`config.mk`:
```
export PLATFORM = sky130hd
export DESIGN_NAME = n101_subsys_excl_mon
export DESIGN_NICKNAME = d
export VERILOG_FILES = /design/src/rtl/n101_subsys_excl_mon_pkg.sv /design/src/rtl/n101_excl_mon_entry.sv /design/src/rtl/n101_gnrl_fifo.sv /design/src/rtl/n101_subsys_excl_mon.sv
export SDC_FILE = /design/constraint.sdc
export NUM_CORES = 1
export LEC_CHECK = 0
export ABC_AREA = 1
export CORE_ASPECT_RATIO = 1.2
export CORE_UTILIZATION = 45
export CTS_CLUSTER_DIAMETER = 30
export DETAILED_ROUTE_END_ITERATION = 7
export GPL_TIMING_DRIVEN = 0
export PLACE_DENSITY_LB_ADDON = 0.05
export SLEW_MARGIN = 10
export SYNTH_ARGS = -nofsm -noshare
export SYNTH_HDL_FRONTEND = slang
export SYNTH_SLANG_ARGS = --single-unit
```
`constraint.sdc`:
```
create_clock -name clk -period 2.5 [get_ports clk]
set_input_delay 0.5 -clock clk [delete_from_list [all_inputs] [get_ports clk]]
set_output_delay 0.5 -clock clk [all_outputs]
set_load 0.01 [all_outputs]
```
`src/rtl/n101_subsys_excl_mon_pkg.sv`:
```
// Shared constants for the exclusive-access monitor slice: address/data widths
// and the default reservation lifetime.
package n101_subsys_excl_mon_pkg;

  localparam int N101_ADDR_SIZE    = 32;
  localparam int N101_XLEN         = 32;
  localparam int N101_EXCL_TMO_CYC = 64;

endpackage

```
`src/rtl/n101_excl_mon_entry.sv`:
```
// One reservation entry: valid bit plus granule address, set by LR and cleared
// by conflicting writes/SC. With N101_EXCL_TIMEOUT_EN an age counter expires it.
module n101_excl_mon_entry #(
  parameter int GRAN_W = 30
`ifdef N101_EXCL_TIMEOUT_EN
  , parameter int TMO_CYC = 64
`endif
) (
  input  logic              clk,
  input  logic              rst_n,
  input  logic              set_i,
  input  logic              clr_i,
  input  logic [GRAN_W-1:0] gran_i,
  output logic              match_o
);

  logic              valid_q, valid_d;
  logic [GRAN_W-1:0] gran_q, gran_d;
  logic              expire;

`ifdef N101_EXCL_TIMEOUT_EN
  localparam int CNT_W = (TMO_CYC > 1) ? $clog2(TMO_CYC) : 1;

  logic [CNT_W-1:0] cnt_q, cnt_d;

  assign expire = valid_q & (cnt_q == CNT_W'(TMO_CYC - 1));

  always_comb begin
    cnt_d = cnt_q;
    if (set_i) begin
      cnt_d = '0;
    end else if (valid_q && !expire) begin
      cnt_d = cnt_q + CNT_W'(1);
    end
  end

  always_ff @(posedge clk or negedge rst_n) begin
    if (!rst_n) cnt_q <= '0;
    else        cnt_q <= cnt_d;
  end
`else
  assign expire = 1'b0;
`endif

  // Set wins over both command clears and timeout expiry.
  always_comb begin
    valid_d = valid_q;
    gran_d  = gran_q;
    if (set_i) begin
      valid_d = 1'b1;
      gran_d  = gran_i;
    end else if (clr_i || expire) begin
      valid_d = 1'b0;
    end
  end

  always_ff @(posedge clk or negedge rst_n) begin
    if (!rst_n) begin
      valid_q <= 1'b0;
      gran_q  <= '0;
    end else begin
      valid_q <= valid_d;
      gran_q  <= gran_d;
    end
  end

  assign match_o = valid_q & (gran_q == gran_i);

endmodule

```
`src/rtl/n101_gnrl_fifo.sv`:
```
// Generic valid/ready FIFO. CUT_READY=0 lets a full FIFO accept a push in the
// same cycle as a pop; MSKO=1 forces the output data to zero while empty.
module n101_gnrl_fifo #(
  parameter int CUT_READY = 0,
  parameter int MSKO      = 0,
  parameter int DW        = 1,
  parameter int DP        = 2
) (
  input  logic          clk,
  input  logic          rst_n,
  input  logic          i_vld,
  output logic          i_rdy,
  input  logic [DW-1:0] i_dat,
  output logic          o_vld,
  input  logic          o_rdy,
  output logic [DW-1:0] o_dat
);

  localparam int PW = (DP > 1) ? $clog2(DP) : 1;
  localparam int CW = $clog2(DP + 1);

  logic [DW-1:0] mem_q [DP];
  logic [DW-1:0] mem_d [DP];
  logic [PW-1:0] rptr_q, rptr_d, wptr_q, wptr_d;
  logic [CW-1:0] cnt_q, cnt_d;
  logic          full, empty, push, pop;

  assign full  = (cnt_q == CW'(DP));
  assign empty = (cnt_q == '0);
  assign o_vld = ~empty;
  assign pop   = o_vld & o_rdy;
  assign i_rdy = (CUT_READY != 0) ? ~full : (~full | pop);
  assign push  = i_vld & i_rdy;
  assign o_dat = ((MSKO != 0) && empty) ? '0 : mem_q[rptr_q];

  always_comb begin
    mem_d  = mem_q;
    wptr_d = wptr_q;
    rptr_d = rptr_q;
    cnt_d  = cnt_q;
    if (push) begin
      mem_d[wptr_q] = i_dat;
      wptr_d = (wptr_q == PW'(DP - 1)) ? '0 : wptr_q + PW'(1);
    end
    if (pop) begin
      rptr_d = (rptr_q == PW'(DP - 1)) ? '0 : rptr_q + PW'(1);
    end
    if (push && !pop) begin
      cnt_d = cnt_q + CW'(1);
    end else if (pop && !push) begin
      cnt_d = cnt_q - CW'(1);
    end
  end

  always_ff @(posedge clk or negedge rst_n) begin
    if (!rst_n) begin
      for (int i = 0; i < DP; i++) mem_q[i] <= '0;
      rptr_q <= '0;
      wptr_q <= '0;
      cnt_q  <= '0;
    end else begin
      mem_q  <= mem_d;
      rptr_q <= rptr_d;
      wptr_q <= wptr_d;
      cnt_q  <= cnt_d;
    end
  end

endmodule

```
`src/rtl/n101_subsys_excl_mon.sv`:
```
// ICB exclusive-access monitor: tracks LR reservations per master, kills false
// SC writes and returns in-order excl_ok flags. Timeout option: N101_EXCL_TIMEOUT_EN.
module n101_subsys_excl_mon
  import n101_subsys_excl_mon_pkg::*;
#(
  parameter int NUM_MST  = 4,
  parameter int ID_W     = 2,
  parameter int GRAN_LSB = 2,
  parameter int OST_DP   = 2,
  parameter int TMO_CYC  = N101_EXCL_TMO_CYC
) (
  input  logic                      clk,
  input  logic                      rst_n,
  input  logic                      icb_cmd_valid,
  output logic                      icb_cmd_ready,
  input  logic [N101_ADDR_SIZE-1:0] icb_cmd_addr,
  input  logic                      icb_cmd_read,
  input  logic [N101_XLEN-1:0]      icb_cmd_wdata,
  input  logic [N101_XLEN/8-1:0]    icb_cmd_wmask,
  input  logic                      icb_cmd_lock,
  input  logic                      icb_cmd_excl,
  input  logic [1:0]                icb_cmd_size,
  input  logic [ID_W-1:0]           icb_cmd_id,
  output logic                      icb_rsp_valid,
  input  logic                      icb_rsp_ready,
  output logic                      icb_rsp_err,
  output logic                      icb_rsp_excl_ok,
  output logic [N101_XLEN-1:0]      icb_rsp_rdata,
  output logic                      o_icb_cmd_valid,
  input  logic                      o_icb_cmd_ready,
  output logic [N101_ADDR_SIZE-1:0] o_icb_cmd_addr,
  output logic                      o_icb_cmd_read,
  output logic [N101_XLEN-1:0]      o_icb_cmd_wdata,
  output logic [N101_XLEN/8-1:0]    o_icb_cmd_wmask,
  output logic                      o_icb_cmd_lock,
  output logic [1:0]                o_icb_cmd_size,
  input  logic                      o_icb_rsp_valid,
  output logic                      o_icb_rsp_ready,
  input  logic                      o_icb_rsp_err,
  input  logic [N101_XLEN-1:0]      o_icb_rsp_rdata
);

  localparam int              GRAN_W    = N101_ADDR_SIZE - GRAN_LSB;
  localparam logic [ID_W:0]   NUM_MST_C = (ID_W + 1)'(NUM_MST);

  if (NUM_MST > (1 << ID_W) || TMO_CYC < 2) begin : g_cfg_err
    $error("n101_subsys_excl_mon: NUM_MST must fit ID_W and TMO_CYC must be >= 2");
  end

  logic [GRAN_W-1:0]  cmd_gran;
  logic               id_ok, is_lr, is_sc, plain_wr;
  logic               own_match, sc_true, hs;
  logic               fifo_i_rdy, fifo_not_full, fifo_o_vld, fifo_head;
  logic [NUM_MST-1:0] ent_match, ent_set, ent_clr;

  assign cmd_gran = icb_cmd_addr[N101_ADDR_SIZE-1:GRAN_LSB];
  assign id_ok    = ({1'b0, icb_cmd_id} < NUM_MST_C);
  assign is_lr    = icb_cmd_read & icb_cmd_excl;
  assign is_sc    = ~icb_cmd_read & icb_cmd_excl;
  assign plain_wr = ~icb_cmd_read & ~icb_cmd_excl;

  // Reset gates the command path so nothing is accepted while rst_n is low.
  assign fifo_not_full   = fifo_i_rdy & rst_n;
  assign icb_cmd_ready   = o_icb_cmd_ready & fifo_not_full;
  assign o_icb_cmd_valid = icb_cmd_valid & fifo_not_full;
  assign hs              = icb_cmd_valid & icb_cmd_ready;

  always_comb begin
    own_match = 1'b0;
    for (int k = 0; k < NUM_MST; k++) begin
      if (icb_cmd_id == ID_W'(k)) own_match = ent_match[k];
    end
  end

  assign sc_true = is_sc & id_ok & own_match;

  always_comb begin
    ent_set = '0;
    ent_clr = '0;
    for (int k = 0; k < NUM_MST; k++) begin
      ent_set[k] = hs & is_lr & (icb_cmd_id == ID_W'(k));
      ent_clr[k] = hs & ((((plain_wr | sc_true) & ent_match[k])) |
                         (is_sc & (icb_cmd_id == ID_W'(k))));
    end
  end

  for (genvar k = 0; k < NUM_MST; k++) begin : g_entry
    n101_excl_mon_entry #(
      .GRAN_W (GRAN_W)
`ifdef N101_EXCL_TIMEOUT_EN
      , .TMO_CYC(TMO_CYC)
`endif
    ) u_entry (
      .clk     (clk),
      .rst_n   (rst_n),
      .set_i   (ent_set[k]),
      .clr_i   (ent_clr[k]),
      .gran_i  (cmd_gran),
      .match_o (ent_match[k])
    );
  end

  n101_gnrl_fifo #(
    .CUT_READY (0),
    .MSKO      (0),
    .DW        (1),
    .DP        (OST_DP)
  ) u_flag_fifo (
    .clk   (clk),
    .rst_n (rst_n),
    .i_vld (icb_cmd_valid & o_icb_cmd_ready),
    .i_rdy (fifo_i_rdy),
    .i_dat (sc_true),
    .o_vld (fifo_o_vld),
    .o_rdy (o_icb_rsp_valid & icb_rsp_ready),
    .o_dat (fifo_head)
  );

  assign o_icb_cmd_addr  = icb_cmd_addr;
  assign o_icb_cmd_read  = icb_cmd_read;
  assign o_icb_cmd_wdata = icb_cmd_wdata;
  assign o_icb_cmd_lock  = icb_cmd_lock;
  assign o_icb_cmd_size  = icb_cmd_size;
  assign o_icb_cmd_wmask = (is_sc & ~sc_true) ? '0 : icb_cmd_wmask;

  assign icb_rsp_valid   = o_icb_rsp_valid;
  assign icb_rsp_err     = o_icb_rsp_err;
  assign icb_rsp_rdata   = o_icb_rsp_rdata;
  assign o_icb_rsp_ready = icb_rsp_ready;
  assign icb_rsp_excl_ok = fifo_o_vld & fifo_head & ~o_icb_rsp_err;

endmodule

```
## Yosys cells after proc, flatten, opt, wreduce, memory -nomap -nowiden

Cells that the tools add are included.

| storage, ports and cells | value |
|---|---|
| input port bits | 114 |
| RAM bits | 0 |
| register bits | 130 |
| memory bits (read-only) | 0 |
| latch bits | 0 |
| memories kept | 0 |
| output and inout port bits | 110 |

| operators by class | value |
|---|---|
| mux-type cells | 23 |
| add/sub/neg operators | 4 |
| shift operators | 0 |
| bitwise logic cells | 50 |
| multiply operators | 0 |
| reduce and logical (&&, ||, !) cells | 12 |
| divide/modulo/power cells | 0 |
| equality and inequality tests | 8 |
| order comparisons | 3 |

Operators with widths:

| kind | count |
|---|---|
| equality test 30 bit | 4 |
| AND 1 bit | 36 |
| 2-to-1 mux 1 bit | 18 |
| nonzero test 2 bit | 5 |
| equality test 2 bit (second input constant) | 3 |
| NOT 1 bit | 6 |
| bitwise OR 1 bit | 6 |
| greater-or-equal comparator 2 bit (second input constant) | 2 |
| zero test 2 bit | 2 |
| 2-to-1 mux 2 bit | 2 |
| 2-to-1 mux 4 bit | 1 |
| NOT 1 -> 2 bit | 2 |
| logical AND 1 bit | 3 |
| adder 1 bit (second input constant) | 2 |
| adder 2 x 1 -> 2 bit (second input constant) | 1 |
| bitwise mux 2 bit | 1 |
| equality test 2 x 1 -> 1 bit (second input constant) | 1 |
| zero test 1 bit | 2 |
| < comparator 2 x 1 -> 1 bit (second input constant) | 1 |
| subtractor 2 x 1 -> 2 bit (second input constant) | 1 |
| demux 1 bit (select 1 bit) | 1 |

## Logic depth before layout (Yosys ltp)

Gate-level depths: netlist of run 1.

| depth | value |
|---|---|
| depth in word-level cells | 13 |
| depth in mapped cells | 18 |
| mapped depth without buffers | 17 |

## Modules after synthesis

A second synthesis of run 1 with hierarchy kept.

| unflattened totals | value |
|---|---|
| cell total of the unflattened synthesis | 1286 |
| area total of the unflattened synthesis | 8308.0 µm² |

Modules (own cells, without submodules):

| module | times used | cells an instance | area an instance (µm²) |
|---|---|---|---|
| n101_excl_mon_entry | 4 | 272 | 1732.9 |
| n101_subsys_excl_mon | 1 | 158 | 1027.2 |
| n101_gnrl_fifo | 1 | 40 | 349.1 |

## Least setup slack after synthesis of run 1

Ideal clock, no wire load.

| timing path | value |
|---|---|
| path kind | input to output |
| start point | in icb_cmd_addr[15] |
| end point | out o_icb_cmd_wmask[0] |
| stages on the path | 13 |
| path slack | 0.333 ns |
| arrival | 1.667 ns |
| data required time | 2.000 ns |
| path through | clkbuf_2 inv_1 nand2_1 o21ai_0 nor2_1 nand2_1 nor2_1 nand2_1 nor2_1 nor2_1 nor2_1 a21oi_1 nor2_1 |

| between the ends | value |
|---|---|
| longest elaborated chain between the ends | 10 |
| elaborated cells between the ends (all ways) | 16 |
| those cells by class | eq/ne (4); mux (5); bitwise (7) |

RTL lines:

| item | line | text |
|---|---|---|
| from (decl) | n101_subsys_excl_mon.sv:16 | `input logic [N101_ADDR_SIZE-1:0] icb_cmd_addr,` |
| equality test 30 bit | n101_excl_mon_entry.sv:67 | `assign match_o = valid_q & (gran_q == gran_i);` |
| AND 1 bit | n101_excl_mon_entry.sv:67 |  |
| 2-to-1 mux 1 bit (3 in a row) | n101_subsys_excl_mon.sv:71 | `if (icb_cmd_id == ID_W'(k)) own_match = ent_match[k];` |
| 2-to-1 mux 1 bit * | n101_subsys_excl_mon.sv:71 |  |
| AND 1 bit * | n101_subsys_excl_mon.sv:75 | `assign sc_true = is_sc & id_ok & own_match;` |
| NOT 1 bit * | n101_subsys_excl_mon.sv:124 | `assign o_icb_cmd_wmask = (is_sc & ~sc_true) ? '0 : icb_cmd_wmask;` |
| AND 1 bit * | n101_subsys_excl_mon.sv:124 |  |
| 2-to-1 mux 4 bit * | n101_subsys_excl_mon.sv:124 |  |
| to (decl) | n101_subsys_excl_mon.sv:34 | `output logic [N101_XLEN/8-1:0] o_icb_cmd_wmask,` |

Every way passes the cells marked *; elsewhere a longest branch is shown, timed or not.

## Worst setup path in the final report of run 1

| timing path | value |
|---|---|
| start point | reg g_entry[1].u_entry.gran_q[18] |
| end point | out o_icb_cmd_wmask[2] |

| between the ends | value |
|---|---|
| longest elaborated chain between the ends | 9 |

RTL lines:

| item | line | text |
|---|---|---|
| from (decl) | n101_excl_mon_entry.sv:18 | `logic [GRAN_W-1:0] gran_q, gran_d;` |
| from (signal assigned) | n101_excl_mon_entry.sv:63 | `gran_q <= gran_d;` |
| equality test 30 bit | n101_excl_mon_entry.sv:67 |  |
| AND 1 bit | n101_excl_mon_entry.sv:67 |  |
| 2-to-1 mux 1 bit (3 in a row) | n101_subsys_excl_mon.sv:71 |  |
| AND 1 bit | n101_subsys_excl_mon.sv:75 |  |
| NOT 1 bit | n101_subsys_excl_mon.sv:124 |  |
| AND 1 bit | n101_subsys_excl_mon.sv:124 |  |
| 2-to-1 mux 4 bit | n101_subsys_excl_mon.sv:124 |  |

Every way passes these cells.

==> impl_metrics.ini, run 1 <==
[run_status]
outcome = complete, but fails checks
violations = setup timing

[cts]
clkLatencyLatePin_ns = 0.43
cts_root_buf = clkbuf_16
tritoncts = yes
ctsLongestPathBuffers = 2
htreeDepth = 4
clk_pin_slew_ns = 0.05
cts_buffers = 17
clkSinkCount = 130

[floorplan]
die_area_um2 = 18500
core_area_um2 = 17500
fp-row-count = 53
die_y_um = 149
io_pins = 224
start_util_pct = 46.0
die_x_um = 124

[yosys]
synth_warnings = 0
synth_most_common_cell = nand2_1
syn-cell-area_um2 = 8060
syn_area_per_cell_um2 = 6.85
syn_nets = 1292
async_flop_share_pct = 100
seq_area_frac_synth_pct = 40.4
synth_cell_type_count = 25
synth_area_leaders = dfrtp_1 (40%), nand2_1 (21%), buf_4 (10%), o21ai_0 (7.6%), inv_1 (6.9%)
netlist_instances = 1177
synth_top_cell_by_area = dfrtp_1
synth_top_area_share_pct = 40.4
synth_edf_count = 0
synth-main-ff-cell = dfrtp_1
ys_top_cells_by_count = nand2_1 (461), inv_1 (148), dfrtp_1 (130)
ys_seq_elements = 130

[pwr]
power.density_nw_per_um2 = 715
p_leak_uw = 0.00544
ir_worst_vdd_mv = 0.503

[timing]
max_freq_mhz = 385
timing.slew.headroom_pct = 75.8
fin_crit_sh_pct = 104
fin_worst_skew_ns = 0.00679
hold_violations = 0
setup_slack_ns = -0.0992
fin_crit_ns = 2.60
tightest_slew_ns = 0.354
grt_setup_unrepaired = yes
slew_viol_final = 0
setup_viol = 4
fin_hold_ws_ns = 0.0277

[setup_path]
r2r_setup_slack_ns = 0.15
r2r_start = g_entry[0].u_entry.gran_q[25]
r2r-end = g_entry[0].u_entry.valid_q
start_kind = register
crit_path_end_kind = primary output
arrival_ns = 2.10
cp.required_ns = 2.00
path_class = register to primary output
ff2ff_path_depth = 19
crit_fanout = 4

[routing]
drc = 0
routedWlPerCell_um = 15.6
drt_pre_antenna_iters = 6
postRouteAntennaNets = 0
via_per_inst = 4.84
finalWirelength_mm = 24.6
vias = 7633
drt_iter0_drc = 486

[placement]
place_hpwl_mm = 17.8
dpl_cell_area_um2 = 9690
io_buffers = 133
gp_congestion = 0.897

[global_routing]
antenna_found_initial = 0
grt_max_degree = 56
grt_pass1_wl_mm = 37.3
overflow = 0
first_global_vias = 6990
groute.usage.overall_pct = 27.7

[job]
cap_violations = 0

[finish]
nets = 1459
area_delta_synth_final_pct = 29.1
diodes = 0
fin_util_pct = 59.4
drive_above_1_share_pct = 19.0
finalInstanceArea_um2 = 10400

[hold_path]
hold_class = primary input to async pin
## metal layers
layer	GRT usage [%]	part of all wire [%]
met1	35.1	42
met2	45.1	48
met3	4.83	6.7
met4	13.8	4.1
met5	0	0
## critical path, stage by stage, from the launching register on
cell     delay (ns)
dfrtp_1        0.33
inv_1          0.05
nand2_1        0.05
nand2_1        0.07
nor2_1         0.20
nand2_1        0.08
nor2_1         0.08
nand2_1        0.12
nor2_4         0.17
nor2_2         0.05
nor2_2         0.15
a21oi_2        0.10
nor2_1         0.10
buf_2          0.13
## through the flow
step / TNS, ns / instances / power (µW) / setup slack [ns]
global placement: -1242.17 / 1530 / 5110 / -5.27
global route: -1.01 / 1577 / 7900 / -0.284
floorplan: 0 / 1177 / 4410 / 0.333
CTS: -0.325 / 1576 / 7410 / -0.0921
finish: -0.357 / 1577 / 7440 / -0.0992
detailed placement: -55.89 / 1531 / 5170 / -1.19
## placed cells by master (no fill, tap or decap), types with 7 or more instances in the layout
cell type	n
nand2_1	456
inv_1	141
dfrtp_1	130
buf_4	121
clkdlybuf4s50_1	117
o21ai_0	116
nor2_1	78
buf_2	36
o21ai_1	25
nor2_2	17
clkbuf_16	17
inv_2	12
buf_6	10
nand3_1	8
nor2_4	8
xor2_1	7
clkinv_2	7
clkbuf_1	7
## flip-flops by register name, summed over array words and instances (netlist names)
signal / cells
g_entry.u_entry.gran_q: 120
g_entry.u_entry.valid_q: 4
u_flag_fifo.cnt_q: 2
u_flag_fifo.mem_q: 2
u_flag_fifo.rptr_q: 1
u_flag_fifo.wptr_q: 1
## worst max path at each step
stage                                        end                     startpoint  depth (start not counted)  slack, ns
finish                        o_icb_cmd_wmask[2]  g_entry[1].u_entry.gran_q[18]                         13       -0.1
global route                  o_icb_cmd_wmask[2]  g_entry[1].u_entry.gran_q[22]                         13      -0.28
CTS                           o_icb_cmd_wmask[0]  g_entry[0].u_entry.gran_q[21]                         12      -0.09
detailed placement            o_icb_cmd_wmask[2]               icb_cmd_addr[31]                         14      -1.19
global placement    g_entry[3].u_entry.gran_q[4]                          rst_n                          9      -5.27
floorplan                     o_icb_cmd_wmask[0]               icb_cmd_addr[15]                         13       0.33
## where the power goes
group	leakage, µW	internal (µW)	switching (µW)	total [µW]
Clock	0.000252	1280	939	2220
Sequential	0.00142	2710	339	3050
Combinational	0.00377	919	1260	2180
Total	0.00544	4910	2540	7440
## cell families (layout without fill, tap and decap cells)
group                      Yosys count  after routing  share of synthesized area [%]
AOI/OAI and AO/OA                  153            153                           9.91
and+or+nand+nor                    576            576                           27.6
buffers and inverters              304            484                           20.5
adders and majority gates            1              1                          0.155
xor gates and xnor gates            13             13                           1.41
DFF                                130            130                           40.4
## repair_timing
action	in CTS	in global routing
endpoints found under the setup margin	30	16
cloned	2	0
hold buffers	1	0
resized for setup	86	26
buffers inserted	10	1
pin swaps	13	18
hold endpoints to repair	55	0
## cell type report
| type | instances | area, µm² |
|---|---|---|
| tap | 220 | 275 |
| clock inverter | 7 | 35.0 |
| sequential | 130 | 3250 |
| timing repair buffer | 148 | 1470 |
| clock buffer | 25 | 465 |
| fill | 1683 | 7100 |
| inverter | 155 | 587 |
| buffer | 149 | 1090 |
| multi-input combinational | 743 | 3240 |
Note: power is estimated with default switching activity, not from simulation.
==> inputs of run 2 (changes only) <==
clock period = 2.6 ns   (was 2.5 ns; I/O delays follow)
==> impl_metrics.ini, run 2 (same netlist as run 1, synthesis figures left out) <==
[job]
cap_violations = 0

[finish]
area_delta_synth_final_pct = 29.7
largest_register_ffs = 120
nets = 1462
top_regs = g_entry.u_entry.gran_q: 120 flops, g_entry.u_entry.valid_q: 4 flops
drive_above_1_share_pct = 19.0
diodes = 0
layout_common_cells = nand2_1 (456), inv_1 (141), dfrtp_1 (130)
top_register = g_entry.u_entry.gran_q
final_common_cell = nand2_1

[timing]
tightest_slew_ns = 0.668
slew_viol_final = 0
hold_violations = 0
max_freq_mhz = 382
fin_crit_sh_pct = 101
fin_tns_setup_ns = -0.0322
fin_worst_skew_ns = 0.00776
setup_slack_ns = -0.0179
fin_hold_ws_ns = 0.0528
setup_viol = 3
grt_setup_unrepaired = yes
timing.slew.headroom_pct = 55.3
fin_crit_ns = 2.62

[global_routing]
met2_usage_pct = 44.9
overflow = 0
grt_max_degree = 58
met1_usage_pct = 35.2
grt_pass1_wl_mm = 37.2
antenna_found_initial = 0
use_met3_pct = 4.75
groute.usage.overall_pct = 27.7
first_global_vias = 6975
grt_busiest_layer = met2

[setup_path]
critPathMaxStageDelay_ns = 0.34
start_kind = register
path_class = register to primary output
crit_fanout = 4
crit_path_end_kind = primary output
arrival_ns = 2.10
cp_num_cells = 13
cp.required_ns = 2.08
critPathSlowestCell = dfrtp_1
critical_path_buf_inv_count = 2
ff2ff_path_depth = 19
cp_cell_sequence = inv_1 -> nand2_1 -> nand2_1 -> nor2_1 -> nand2_1 -> nor2_1 -> nand2_1 -> nor2_4 -> nor2_2 -> nor2_2 -> a21oi_2 -> nor2_1 -> buf_2
crit_family = simple AND/OR/NAND/NOR gates
path_common_cell = nand2_1

[cts]
clkLatencyLatePin_ns = 0.44
clk_pin_slew_ns = 0.06
tritoncts = yes
htreeDepth = 4
ctsLongestPathBuffers = 2
clkSinkCount = 130
cts_root_buf = clkbuf_16
cts_buffers = 17

[routing]
vias = 7622
finalWirelength_mm = 24.9
drc = 0
drt_pre_antenna_iters = 5
postRouteAntennaNets = 0
routedWlPerCell_um = 15.7
drt_iter0_drc = 469
via_per_inst = 4.82

[pwr]
power.density_nw_per_um2 = 686
p_leak_uw = 0.00546
ir_worst_vdd_mv = 0.487

[floorplan]
core_area_um2 = 17500
io_pins = 224
die_x_um = 124
fp-row-count = 53
die_y_um = 149
die_area_um2 = 18500
start_util_pct = 46.0

[placement]
io_buffers = 133
place_hpwl_mm = 17.8
gp_congestion = 0.897

[run_status]
violations = setup timing
outcome = complete, but fails checks

[hold_path]
hold_class = primary input to async pin
==> run 2: report_power, final <==
group          switching (µW)  internal [µW]
Clock                     908           1230
Sequential                322           2600
Combinational            1220            889
==> run 2: what timing repair did <==
action,4_1_cts,5_1_grt
resized for setup,92,24
endpoints found under the hold margin,0,5
hold buffers,0,4
endpoints found under the setup margin,24,17
buffers inserted,10,1
pin swaps,10,18
gates cloned,2,0
==> run 2: path summary, 6_finish.rpt <==
path	slack [ns]	startpoint	endpoint
setup / recovery	-0.02	g_entry[1].u_entry.gran_q[18]	o_icb_cmd_wmask[2]
hold / removal	0.05	rst_n	g_entry[1].u_entry.gran_q[6]
setup reg to reg	0.26	g_entry[0].u_entry.gran_q[25]	g_entry[0].u_entry.valid_q
hold reg to reg	0.47	g_entry[2].u_entry.valid_q	g_entry[2].u_entry.valid_q
max in group asynchronous	1.47	rst_n	g_entry[3].u_entry.gran_q[7]
min in group clk	0.37	icb_cmd_addr[30]	g_entry[1].u_entry.gran_q[28]
==> run 2: cell type report <==
cell class                      count  area, µm²
Fill cell                        1678       7050
Inverter                          155        587
Sequential cell                   130       3250
Timing Repair Buffer              151       1500
Tap cell                          220        275
Clock buffer                       25        465
Multi-Input combinational cell    743       3240
Clock inverter                      7       35.0
Buffer                            149       1090
==> run 2: stage by stage <==
step | setup WS (ns) | power (µW) | area, µm² | util [%] | std cells
after floorplan | 0.393 | 4240 | 8060 | - | 1177
after global placement | -5.19 | 4910 | 9670 | 55.2 | 1530
after global routing | -0.204 | 7600 | 10500 | 59.7 | 1580
after CTS | -0.0124 | 7120 | 10300 | 59.0 | 1575
after detailed placement | -1.13 | 4970 | 9690 | 55.4 | 1531
final | -0.0179 | 7170 | 10500 | 59.7 | 1580
==> run 2: per-layer routing <==
| layer | part of all wire (%) | vias to the layer above |
|---|---|---|
| met3 | 6.7 | 51 |
| met5 | 0 | - |
| met4 | 4.2 | 0 |
| met1 | 42 | 3514 |
| li1 | - | 3775 |
| met2 | 47 | 282 |
==> inputs of run 3 (changes only) <==
--- a/constraint.sdc
+++ b/constraint.sdc
@@ -3,2 +3,2 @@
 set_output_delay 0.52 -clock clk [all_outputs]
-set_load 0.01 [all_outputs]
+set_load 0.05 [all_outputs]
==> impl_metrics.ini, run 3 (same netlist as run 1, synthesis figures left out) <==
[run_status]
outcome = complete, but fails checks
violations = setup timing

[setup_path]
cp_cell_sequence = inv_1 -> o21ai_1 -> nor2_1 -> nand2_1 -> nor2_1 -> nand2_1 -> nor2_2 -> nor2_1 -> nor2_2 -> a21oi_4 -> nor2_2 -> buf_6
start_kind = register
critPathSlowestCell = dfrtp_1
crit_path_end_kind = primary output
crit_fanout = 4
path_class = register to primary output
crit_family = simple AND/OR/NAND/NOR gates
critPathMaxStageDelay_ns = 0.36
arrival_ns = 2.24
critical_path_buf_inv_count = 2
cp.required_ns = 2.08

[timing]
setup_slack_ns = -0.159
slew_viol_final = 0
tightest_slew_ns = 0.587
fin_crit_ns = 2.76
max_freq_mhz = 362
fin_crit_sh_pct = 106
grt_setup_unrepaired = yes
fin_worst_skew_ns = 0.00856
setup_viol = 4
timing.slew.headroom_pct = 60.9
hold_violations = 0

[finish]
fin_util_pct = 60.6
nets = 1463
layout_common_cells = nand2_1 (450), inv_1 (141), dfrtp_1 (130)
multiInputGateArea_um2 = 3320
regArea_um2 = 3250
top_register = g_entry.u_entry.gran_q
final_common_cell = nand2_1
area_delta_synth_final_pct = 31.7
largest_register_ffs = 120
diodes = 0
nFillCells = 1704
top_regs = g_entry.u_entry.gran_q: 120 flops, g_entry.u_entry.valid_q: 4 flops
drive_above_1_share_pct = 21.3

[global_routing]
use_met3_pct = 5.02
groute.usage.overall_pct = 27.2
overflow = 0
met1_usage_pct = 35.0
grt_busiest_layer = met2
met2_usage_pct = 44.2
antenna_found_initial = 0
first_global_vias = 6892
grt_max_degree = 75
grt_pass1_wl_mm = 36.7

[floorplan]
die_y_um = 149
die_x_um = 124
io_pins = 224
fp-row-count = 53
die_area_um2 = 18500
core_area_um2 = 17500
start_util_pct = 46.0

[placement]
gp_congestion = 0.873
place_hpwl_mm = 17.7
io_buffers = 133
place_ws_ns = -1.40

[job]
cap_violations = 0

[cts]
cts_buffers = 17
cts_root_buf = clkbuf_16
clkSinkCount = 130
tritoncts = yes
clk_pin_slew_ns = 0.06
clkLatencyLatePin_ns = 0.43
htreeDepth = 4
ctsLongestPathBuffers = 2

[pwr]
power.density_nw_per_um2 = 740
ir_worst_vdd_mv = 0.356
p_leak_uw = 0.00550

[routing]
drt_pre_antenna_iters = 5
vias = 7629
drc = 0
routedWlPerCell_um = 15.4
drt_iter0_drc = 525
via_per_inst = 4.83
postRouteAntennaNets = 0
finalWirelength_mm = 24.4

[hold_path]
hold_class = primary input to async pin
[run 3: changes by cell type in the layout (fill, tap and decap cells not counted), moves of 3 or more]
cell and change:
nand2_2 +4, bufinv_16 +3, o21ai_2 +3, dlygate4sd3_1 -3
nor2_1 -9, buf_4 +4, clkbuf_4 +5, clkbuf_8 +3
buf_6 +4, nand2_1 -6, buf_2 -7, nor2_2 +10
clkbuf_1 -6
[run 3: stage by stage]
step	area, µm²	hold WS [ns]	std cells	TNS, ns	total power, µW
2_1_floorplan	8070	0.224	1177	-0.374	4560
3_3_place_gp	9670	0.453	1530	-1222.54	5210
3_5_place_dp	9700	0.463	1531	-15.41	5270
4_1_cts	10500	0.0943	1582	-0.568	7820
5_1_grt	10600	0.119	1581	-1.24	8320
6_report	10600	0.0787	1581	-0.590	7860
[run 3: path summary, 6_finish.rpt]
| kind | slack [ns] | cells past startpoint | start | to |
|---|---|---|---|---|
| max reg2reg | 0.11 | 21 | g_entry[3].u_entry.gran_q[13] | g_entry[3].u_entry.valid_q |
| min | 0.08 | 1 | rst_n | g_entry[2].u_entry.gran_q[23] |
| min reg2reg | 0.46 | 2 | g_entry[2].u_entry.valid_q | g_entry[2].u_entry.valid_q |
| max | -0.16 | 12 | g_entry[3].u_entry.gran_q[13] | o_icb_cmd_wmask[3] |
| max in group asynchronous | 1.80 | 2 | rst_n | g_entry[2].u_entry.gran_q[4] |
| min in group clk | 0.37 | 3 | icb_cmd_addr[30] | g_entry[1].u_entry.gran_q[28] |
[run 3: repair_timing]
item	4_1_cts	5_1_grt
hold buffers	0	0
endpoints found under the setup margin	15	15
setup buffers	18	3
pin swaps	10	27
gates resized for setup	103	52
gates cloned	1	0
[run 3: power breakdown]
part,internal [µW],switching (µW),leakage [µW]
Clock,1600,914,0.000302
Combinational,894,1520,0.00378
Sequential,2600,322,0.00142
Total,5100,2760,0.00550
[run 3: metal layers]
metal  up-vias  part of all wire (%)
met1      3524                    42
met3        41                   6.1
met4         0                   3.5
met2       278                    48
li1       3786                     -
met5         -                     0
[run 3: final cells by class]
cell class,count,area share [%]
clock buffers,22,4.56
multi-input cells,743,31.3
well taps,220,2.59
flip-flops and latches,130,30.7
repair buffers,152,13.8
plain buffers,149,10.4
inverters,155,5.48
clock inverters,10,1.23
